[src/rtl/slice_deser_if.sv]
`default_nettype none
// ============================================================================
// Module      : slice_deser_if
// Description : Bit-serial input and word-parallel output handshake bundle
//               for slice_deser.
// Revision    : 1.0 - initial release
// ============================================================================
interface slice_deser_if #(
    parameter int WIDTH = 6
);
    logic             in_valid;
    logic             in_ready;
    logic             in_bit;
    logic             in_last;
    logic             out_valid;
    logic             out_ready;
    logic [0:WIDTH-1] out_data;
    logic             out_err;
    logic             out_perr;

    // Producer of bits and consumer of words
    modport master (
        output in_valid, in_bit, in_last, out_ready,
        input  in_ready, out_valid, out_data, out_err, out_perr
    );

    // The collector itself
    modport slave (
        input  in_valid, in_bit, in_last, out_ready,
        output in_ready, out_valid, out_data, out_err, out_perr
    );
endinterface
`default_nettype wire

[src/rtl/slice_deser.sv]
`default_nettype none
// ============================================================================
// Module      : slice_deser
// Description : Serial-to-parallel collector, one bit per handshake, index 0
//               first, single-word buffer. SLICE_DESER_PARITY_EN adds a
//               trailing even-parity bit per full frame.
// Revision    : 1.0 - initial release
// ============================================================================
module slice_deser #(
    parameter int WIDTH = 6,
    parameter int CNT_W = 3
) (
    input  logic          clk,
    input  logic          rst_n,
    slice_deser_if.slave  bus
);

    typedef enum logic [1:0] {
        S_IDLE  = 2'd0,
        S_SHIFT = 2'd1,
`ifdef SLICE_DESER_PARITY_EN
        S_PAR   = 2'd2,
`endif
        S_HOLD  = 2'd3
    } state_t;

    localparam logic [CNT_W-1:0] c_last = CNT_W'(WIDTH - 1);

    state_t           r_state, w_state_nxt;
    logic [CNT_W-1:0] r_cnt, w_cnt_nxt;
    logic [0:WIDTH-1] r_data, w_data_nxt;
    logic             r_err, w_err_nxt;
    logic             w_in_hs;
`ifdef SLICE_DESER_PARITY_EN
    logic             r_perr, w_perr_nxt;
`endif

    assign w_in_hs = bus.in_valid && bus.in_ready;

    always_ff @(posedge clk) begin
        if (!rst_n) begin
            r_state <= S_IDLE;
            r_cnt   <= '0;
            r_data  <= '0;
            r_err   <= 1'b0;
`ifdef SLICE_DESER_PARITY_EN
            r_perr  <= 1'b0;
`endif
        end else begin
            r_state <= w_state_nxt;
            r_cnt   <= w_cnt_nxt;
            r_data  <= w_data_nxt;
            r_err   <= w_err_nxt;
`ifdef SLICE_DESER_PARITY_EN
            r_perr  <= w_perr_nxt;
`endif
        end
    end

    always_comb begin
        w_state_nxt = r_state;
        w_cnt_nxt   = r_cnt;
        w_data_nxt  = r_data;
        w_err_nxt   = r_err;
`ifdef SLICE_DESER_PARITY_EN
        w_perr_nxt  = r_perr;
`endif
        case (r_state)
            S_IDLE, S_SHIFT: begin
                if (w_in_hs) begin
                    for (int i = 0; i < WIDTH; i++) begin
                        if (r_cnt == CNT_W'(i)) begin
                            w_data_nxt[i] = bus.in_bit;
                        end
                    end
                    w_cnt_nxt = r_cnt + CNT_W'(1);
                    if (r_cnt == c_last) begin
`ifdef SLICE_DESER_PARITY_EN
                        w_state_nxt = S_PAR;
`else
                        w_state_nxt = S_HOLD;
`endif
                    end else if (bus.in_last) begin
                        // Short frame: unfilled positions keep their cleared zeros
                        w_err_nxt   = 1'b1;
                        w_state_nxt = S_HOLD;
                    end else begin
                        w_state_nxt = S_SHIFT;
                    end
                end
            end
`ifdef SLICE_DESER_PARITY_EN
            S_PAR: begin
                if (w_in_hs) begin
                    w_perr_nxt  = (^r_data) ^ bus.in_bit;
                    w_state_nxt = S_HOLD;
                end
            end
`endif
            S_HOLD: begin
                if (bus.out_ready) begin
                    w_state_nxt = S_IDLE;
                    w_cnt_nxt   = '0;
                    w_data_nxt  = '0;
                    w_err_nxt   = 1'b0;
`ifdef SLICE_DESER_PARITY_EN
                    w_perr_nxt  = 1'b0;
`endif
                end
            end
            default: begin
                w_state_nxt = S_IDLE;
            end
        endcase
    end

    assign bus.in_ready  = (r_state != S_HOLD);
    assign bus.out_valid = (r_state == S_HOLD);
    assign bus.out_data  = r_data;
    assign bus.out_err   = r_err;
`ifdef SLICE_DESER_PARITY_EN
    assign bus.out_perr  = r_perr;
`else
    assign bus.out_perr  = 1'b0;
`endif

endmodule
`default_nettype wire

[src/flat_wrapper.sv]
// flat-port wrapper written by rule: the top's interface ports become plain ports
module slice_deser_flat 
#(
    parameter int WIDTH = 6,
    parameter int CNT_W = 3
)
  (clk, rst_n, bus_in_valid, bus_in_bit, bus_in_last, bus_out_ready, bus_in_ready, bus_out_valid, bus_out_data, bus_out_err, bus_out_perr);
  slice_deser_if #(.WIDTH(WIDTH)) bus_i ();
  input  logic clk;
  input  logic rst_n;
  input wire logic [$bits(bus_i.in_valid)-1:0] bus_in_valid;
  input wire logic [$bits(bus_i.in_bit)-1:0] bus_in_bit;
  input wire logic [$bits(bus_i.in_last)-1:0] bus_in_last;
  input wire logic [$bits(bus_i.out_ready)-1:0] bus_out_ready;
  output wire logic [$bits(bus_i.in_ready)-1:0] bus_in_ready;
  output wire logic [$bits(bus_i.out_valid)-1:0] bus_out_valid;
  output wire logic [$bits(bus_i.out_data)-1:0] bus_out_data;
  output wire logic [$bits(bus_i.out_err)-1:0] bus_out_err;
  output wire logic [$bits(bus_i.out_perr)-1:0] bus_out_perr;
  assign bus_i.in_valid = bus_in_valid;
  assign bus_i.in_bit = bus_in_bit;
  assign bus_i.in_last = bus_in_last;
  assign bus_i.out_ready = bus_out_ready;
  assign bus_in_ready = bus_i.in_ready;
  assign bus_out_valid = bus_i.out_valid;
  assign bus_out_data = bus_i.out_data;
  assign bus_out_err = bus_i.out_err;
  assign bus_out_perr = bus_i.out_perr;
  slice_deser #(.WIDTH(WIDTH), .CNT_W(CNT_W)) u_core (.clk(clk), .rst_n(rst_n), .bus(bus_i));
endmodule
[config.mk]
export PLATFORM = sky130hd
export DESIGN_NAME = slice_deser_flat
export DESIGN_NICKNAME = d
export VERILOG_FILES = /design/src/rtl/slice_deser_if.sv /design/src/rtl/slice_deser.sv /design/src/flat_wrapper.sv
export SDC_FILE = /design/constraint.sdc
export NUM_CORES = 1
export LEC_CHECK = 0
export CORE_MARGIN = 2
export CORE_UTILIZATION = 45
export DETAILED_ROUTE_END_ITERATION = 12
export GPL_TIMING_DRIVEN = 0
export PLACE_DENSITY = 0.74
export SYNTH_ARGS = -nofsm -noshare
export SYNTH_HDL_FRONTEND = slang
export SYNTH_SLANG_ARGS = --single-unit
[constraint.sdc]
create_clock -name clk -period 1.5 [get_ports clk]
set_input_delay 0.15 -clock clk [delete_from_list [all_inputs] [get_ports clk]]
set_output_delay 0.15 -clock clk [all_outputs]
set_load 0.005 [all_outputs]
==> results of run 1 <==
## timing repair
item                                    4_1_cts  5_1_grt
gates cloned                                  0        0
resized for setup                             3        1
endpoints found under the setup margin        2        1
## power by group
part | switching (mW) | internal [mW]
clock network | 0.107 | 0.148
registers | 0.0140 | 0.333
logic | 0.0535 | 0.0598
total | 0.174 | 0.541
## synthesized netlist by cell type, types with 2 or more instances
cell / n
nor2_1: 3
nor3_2: 2
a21oi_2: 4
dfxtp_1: 12
ha_1: 5
nor2b_1: 2
mux2i_1: 6
inv_1: 4
a21oi_1: 2
o21a_1: 2
nand3_1: 3
nand2_1: 11
## worst max-delay path, stage by stage, from the launching register on
cell	delay, ns
dfxtp_4	0.38
nand2_2	0.08
inv_1	0.05
clkdlybuf4s50_1	0.49
## final cells by class
type,instances,area (um2),area share [%]
timing repair buffer,14,140,16.4
buffer,4,27.5,3.23
multi-input combinational,50,369,43.3
inverter,4,15.0,1.76
tap,15,18.8,2.20
clock buffer,4,36.3,4.26
sequential,12,245,28.8
## layer usage
metal / track usage, % / routed length, um / vias to the layer above / share of wire [%]
met5: 0 / 0 / - / 0
met4: 11.6 / 17 / 0 / 1.4
met3: 2.59 / 38 / 2 / 3.0
met2: 24.4 / 597 / 5 / 48
met1: 21.8 / 594 / 234 / 48
li1: - / - / 267 / -
## cell families (layout without fill, tap and decap cells)
| group | count (synthesis) | after routing | synth area share (%) |
|---|---|---|---|
| simple gates | 25 | 25 | 20.6 |
| compound gates | 13 | 13 | 16.4 |
| flops | 12 | 12 | 37.0 |
| mux | 6 | 6 | 9.25 |
| buf+inv | 8 | 26 | 6.55 |
| other cells | 1 | 1 | 0.577 |
| fa+ha+maj | 5 | 5 | 9.63 |
## how the worst min path moves through the flow
stage / startpoint / to / slack, ns / cells after the start
after floorplan: rst_n / u_core.bus.out_data[0] / 0.30 / 2
after global placement: u_core.bus.out_data[5] / u_core.bus.out_data[5] / 0.45 / 2
after detailed placement: u_core.bus.out_data[5] / u_core.bus.out_data[5] / 0.45 / 2
after CTS: u_core.bus.out_data[5] / u_core.bus.out_data[5] / 0.47 / 2
after global routing: u_core.bus.out_data[0] / u_core.bus.out_data[0] / 0.49 / 2
final: u_core.bus.out_data[3] / u_core.bus.out_data[3] / 0.46 / 2
## placed cells by master, fill, tap and decap left out, types with 2 or more instances in the layout
master           netlist  layout
clkbuf_4               0       3
nor2_1                 3       3
o21a_1                 2       2
a21oi_2                4       4
clkdlybuf4s50_1        0      14
mux2i_1                6       6
a21oi_1                2       2
inv_1                  4       4
ha_1                   5       5
nor3_2                 2       2
nand3_1                3       3
nand2_1               11      10
nor2b_1                2       2
dfxtp_1               12      10
## registers in the layout, indices dropped and copies added (netlist names)
register,flops
u_core.bus.out_data,6
u_core.r_cnt,3
u_core.r_state,2
u_core.bus.out_err,1
==> metrics, run 1 <==
Nets 100; TNS Setup 0 ns; DRC 0; Hold Path Class flop to flop; fin crit share 95.1%; hpwl dp 983 um; initial antenna violation count 0; cell area after placement 808 um2; CTS Hold Bufs 0; Die Y 42.0 um; CTS clock-pin slew for the worst setup and hold paths 0.08 ns; H-tree Lvls 1; synthesized area 649 um2; Worst EP arrival 1.28 ns; Ys Warns 0; max cap viols 0; reg2reg start u_core.r_cnt[2]; Critical Path RT 1.35 ns; worst setup path startpoint u_core.r_state[1]; Final WS setup 0.0730 ns; RSZ-0062 raised after global routing false; pre-CTS setup slack 0.124 ns; top cells by area, synth dfxtp_1 (37%), ha_1 (9.6%), mux2i_1 (9.2%); Via Count 508; Die Area 1760 um2; total global-route track usage 16.5%; ys async rst share 0%; vias in the first global route 475; mean post-synth cell area 9.28 um2; PortBufs 14; R2R Path End u_core.bus.out_data[3]; Core Util, Final 64.7%; Leakage 0.361 nW; Fill cells 110; Post-synth EDFFs 0; Final GP Congestion 0.831; synthesized flop and latch total 12; CP Max Fanout 7; fin area 852 um2; R2R Setup Slk 0.31 ns; vias per cell 4.93; DRT Pass-1 Iters 4; Num CTS Buffers 3; skew final 0.00450 ns; register area share after synthesis 37.0%; critical setup path kind flop to output pin; drt wl/cell 12.1 um; Max VDD drop 0.614 mV; share of post-route cells with drive strength above 1 21.6%; Skew-Pair Late Insertion Delay 0.27 ns; Final min period 1.43 ns; fmax 701 MHz; Setup crit end bus_out_valid; setup violators final 0; initial detailed-routing violation count 11; R2R cell count 4; # diodes 0; # IOs 16; CTS tree built; Yosys cell types 26; Routed Wire Length 1250 um; Post-synth top flop dfxtp_1; Core Area 1320 um2; largest net degree at the start of global routing 11; area delta synth->final 31.2%; Slew Limit Fails 0; outcome complete, no violations; first-pass GRT wire length 2150 um; post-synth top area share 37.0%; deepest clock path buffer count 2; grt total ovfl 0; syn nets 81; clock root buffer clkbuf_4; Worst Hold Slack 0.462 ns; Cells after Synth 70; final hold viol count 0; die width 42.0 um; setup repair bufs after CTS 0; Placed Cells incl. Taps 99; Worst setup EP type output pin; clk sinks 12; pwr dens 839 nW/um2; CP startpoint kind flop; FP Rows 13; Non-Filler Instances 103; remaining antenna violation count 0; overall power after layout 715 uW; Initial Util 49.3%; Synth area leader dfxtp_1
Power figures use the tool's default switching activity.
==> run 2, diff against run 1 <==
--- a/config.mk
+++ b/config.mk
@@ -13,3 +13,4 @@
 export SYNTH_ARGS = -nofsm -noshare
 export SYNTH_HDL_FRONTEND = slang
 export SYNTH_SLANG_ARGS = --single-unit
+export TNS_END_PERCENT = 50
==> constraint.sdc (replaced) <==
create_clock -name clk -period 1.5 [get_ports clk]
set_input_delay 0.45 -clock clk [delete_from_list [all_inputs] [get_ports clk]]
set_output_delay 0.45 -clock clk [all_outputs]
set_load 0.005 [all_outputs]
==> run 2 against run 1 <==
Routed wire length up 3.9%; clock skew about the same; first-iteration DRC count down 27%; cell count up 1.9%; clock power about the same; critical path depth down 1; maximum frequency down 0.88%; flip-flop and latch count unchanged; combinational power about the same; critical endpoint is now bus_in_ready; highest routed layer unchanged.
==> metrics, run 2 (same netlist as run 1, synthesis figures left out) <==
hpwl dp 983 um (unchanged); clk sinks 12 (unchanged); Largest stage delay, worst path 0.38 ns (was 0.49 ns); Skew-Pair Late Insertion Delay 0.27 ns (about the same); Worst setup EP type output pin (unchanged); overall power after layout 714 uW (was 715 uW); cell area after placement 808 um2 (unchanged); R2R Path End u_core.bus.out_data[1] (was u_core.bus.out_data[3]); initial detailed-routing violation count 8 (was 11); final hold viol count 0 (unchanged); leading cell type in the layout, fill and taps excluded nand2_1 (was clkdlybuf4s50_1); R2R cell count 5 (was 4); Slew Limit Fails 0 (unchanged); Initial Util 49.3% (unchanged); fin area 871 um2 (was 852 um2); vias per cell 5.13 (was 4.93); Multi-input gate area 374 um2 (was 369 um2); total global-route track usage 16.8% (was 16.5%); outcome complete, no violations (unchanged); reg2reg start u_core.r_state[1] (was u_core.r_cnt[2]); die width 42.0 um (unchanged); CP Max Fanout 4 (was 7); remaining antenna violation count 0 (unchanged); Routed Wire Length 1300 um (was 1250 um); WHS Path Cells 2 (unchanged); grt total ovfl 0 (unchanged); max cap viols 0 (unchanged); Die Y 42.0 um (unchanged); Die Area 1760 um2 (unchanged); vias in the first global route 487 (was 475); FF/Latch Area 251 um2 (was 245 um2); setup violators final 0 (unchanged); Num CTS Buffers 3 (unchanged); largest net degree at the start of global routing 11 (unchanged); pwr dens 820 nW/um2 (was 839 nW/um2); Max VDD drop 0.614 mV (about the same); critical setup path kind flop to output pin (unchanged); CP startpoint kind flop (unchanged); initial antenna violation count 0 (unchanged); skew final 0.00419 ns (was 0.00450 ns); Nets 102 (was 100); fmax 695 MHz (was 701 MHz); first-pass GRT wire length 2180 um (was 2150 um); CTS tree built (unchanged); R2R Setup Slk 0.29 ns (was 0.31 ns); delay-heaviest family, CP flip-flops (was buffers and inverters); Final GP Congestion 0.831 (unchanged); WP buf/inv 1 (was 2); Core Area 1320 um2 (unchanged); Worst EP arrival 0.99 ns (was 1.28 ns); Hold Path Class flop to flop (unchanged); area delta synth->final 34.1% (was 31.2%); deepest clock path buffer count 2 (unchanged); PortBufs 14 (unchanged); drt wl/cell 12.3 um (was 12.1 um); Fill cells 114 (was 110); max reg flops 6 (unchanged); FP Rows 13 (unchanged); share of post-route cells with drive strength above 1 28.9% (was 21.6%); CTS clock-pin slew for the worst setup and hold paths 0.08 ns (about the same); Final min period 1.44 ns (was 1.43 ns); most frequent cells in the layout nand2_1 (10), dlygate4sd2_1 (8), mux2i_1 (6), dfxtp_2 (6) (was clkdlybuf4s50_1 (14), nand2_1 (10), dfxtp_1 (10)); CP cell instances nand2_4 -> dlygate4sd2_1 (was nand2_2 -> inv_1 -> clkdlybuf4s50_1); Leakage 0.430 nW (was 0.361 nW); fin crit share 96.0% (was 95.1%); hold wc startpoint u_core.bus.out_data[3] (unchanged); RSZ-0062 raised after global routing false (unchanged); hold path endpoint u_core.bus.out_data[3] (unchanged); Core Util, Final 66.1% (was 64.7%); Via Count 539 (was 508); # diodes 0 (unchanged); Worst Hold Slack 0.459 ns (was 0.462 ns); DRC 0 (unchanged); Critical Path RT 1.05 ns (was 1.35 ns); clock root buffer clkbuf_4 (unchanged); # IOs 16 (unchanged); H-tree Lvls 1 (unchanged); DRT Pass-1 Iters 4 (unchanged); TNS Setup 0 ns (unchanged); slowest cell on the critical path dfxtp_2 (was clkdlybuf4s50_1)
-- run 2: changes by cell type in the layout (fill, tap and decap cells not counted), sizes merged --
cell,change
clkdlybuf4s50,-9
dlygate4sd2,+8
buf,+2
dlymetal6s2s,+1
-- run 2: power breakdown --
part | total (mW) | switching (mW) | internal [mW]
Combinational | 0.113 | 0.0558 | 0.0568
Clock | 0.254 | 0.106 | 0.148
Sequential | 0.348 | 0.0140 | 0.334
-- run 2: layout make-up --
type,count,share of cell area [%]
buffer,4,3.16
sequential,12,28.9
tap,15,2.16
clock buffer,4,4.17
multi-input combinational,50,43.0
inverter,4,1.72
timing repair buffer,16,17.0
-- run 2: how the worst max path moves through the flow --
stage / cells after the start / start / end
after floorplan: 4 / bus_in_valid / u_core.bus.out_data[4]
final: 2 / u_core.r_state[0] / bus_in_ready
after CTS: 1 / u_core.bus.out_data[5] / bus_out_data[0]
after global placement: 5 / bus_in_valid / u_core.bus.out_data[3]
after global routing: 3 / u_core.r_state[0] / bus_out_valid
after detailed placement: 5 / bus_in_valid / u_core.r_cnt[0]
-- run 2: what timing repair did --
item	in CTS	in global routing
hold buffers	0	0
setup buffers	2	0
gates resized for setup	17	2
endpoints found under the setup margin	9	2
pin swaps	1	1
-- run 2: per-layer routing --
metal / wire [um] / up-vias / part of all wire [%] / GRT usage (%)
met3: 76 / 2 / 5.9 / 2.59
met2: 632 / 14 / 49 / 25.6
met1: 570 / 249 / 44 / 21.5
met5: 0 / - / 0 / 0
li1: - / 274 / - / -
met4: 17 / 0 / 1.3 / 11.6
-- run 2: per-stage QoR --
| step | worst slack (ns) | instances |
|---|---|---|
| after detailed placement | -0.176 | 99 |
| after CTS | -0.0650 | 105 |
| after floorplan | 0.357 | 70 |
| after global placement | -0.170 | 99 |
| after global routing | 0.00300 | 105 |
| final | 0.0604 | 105 |
-- run 2: worst min-delay path, cell delays in order, from the launching register on --
cell     delay (ns)
dfxtp_2        0.32
nand2_1        0.05
mux2i_1        0.06
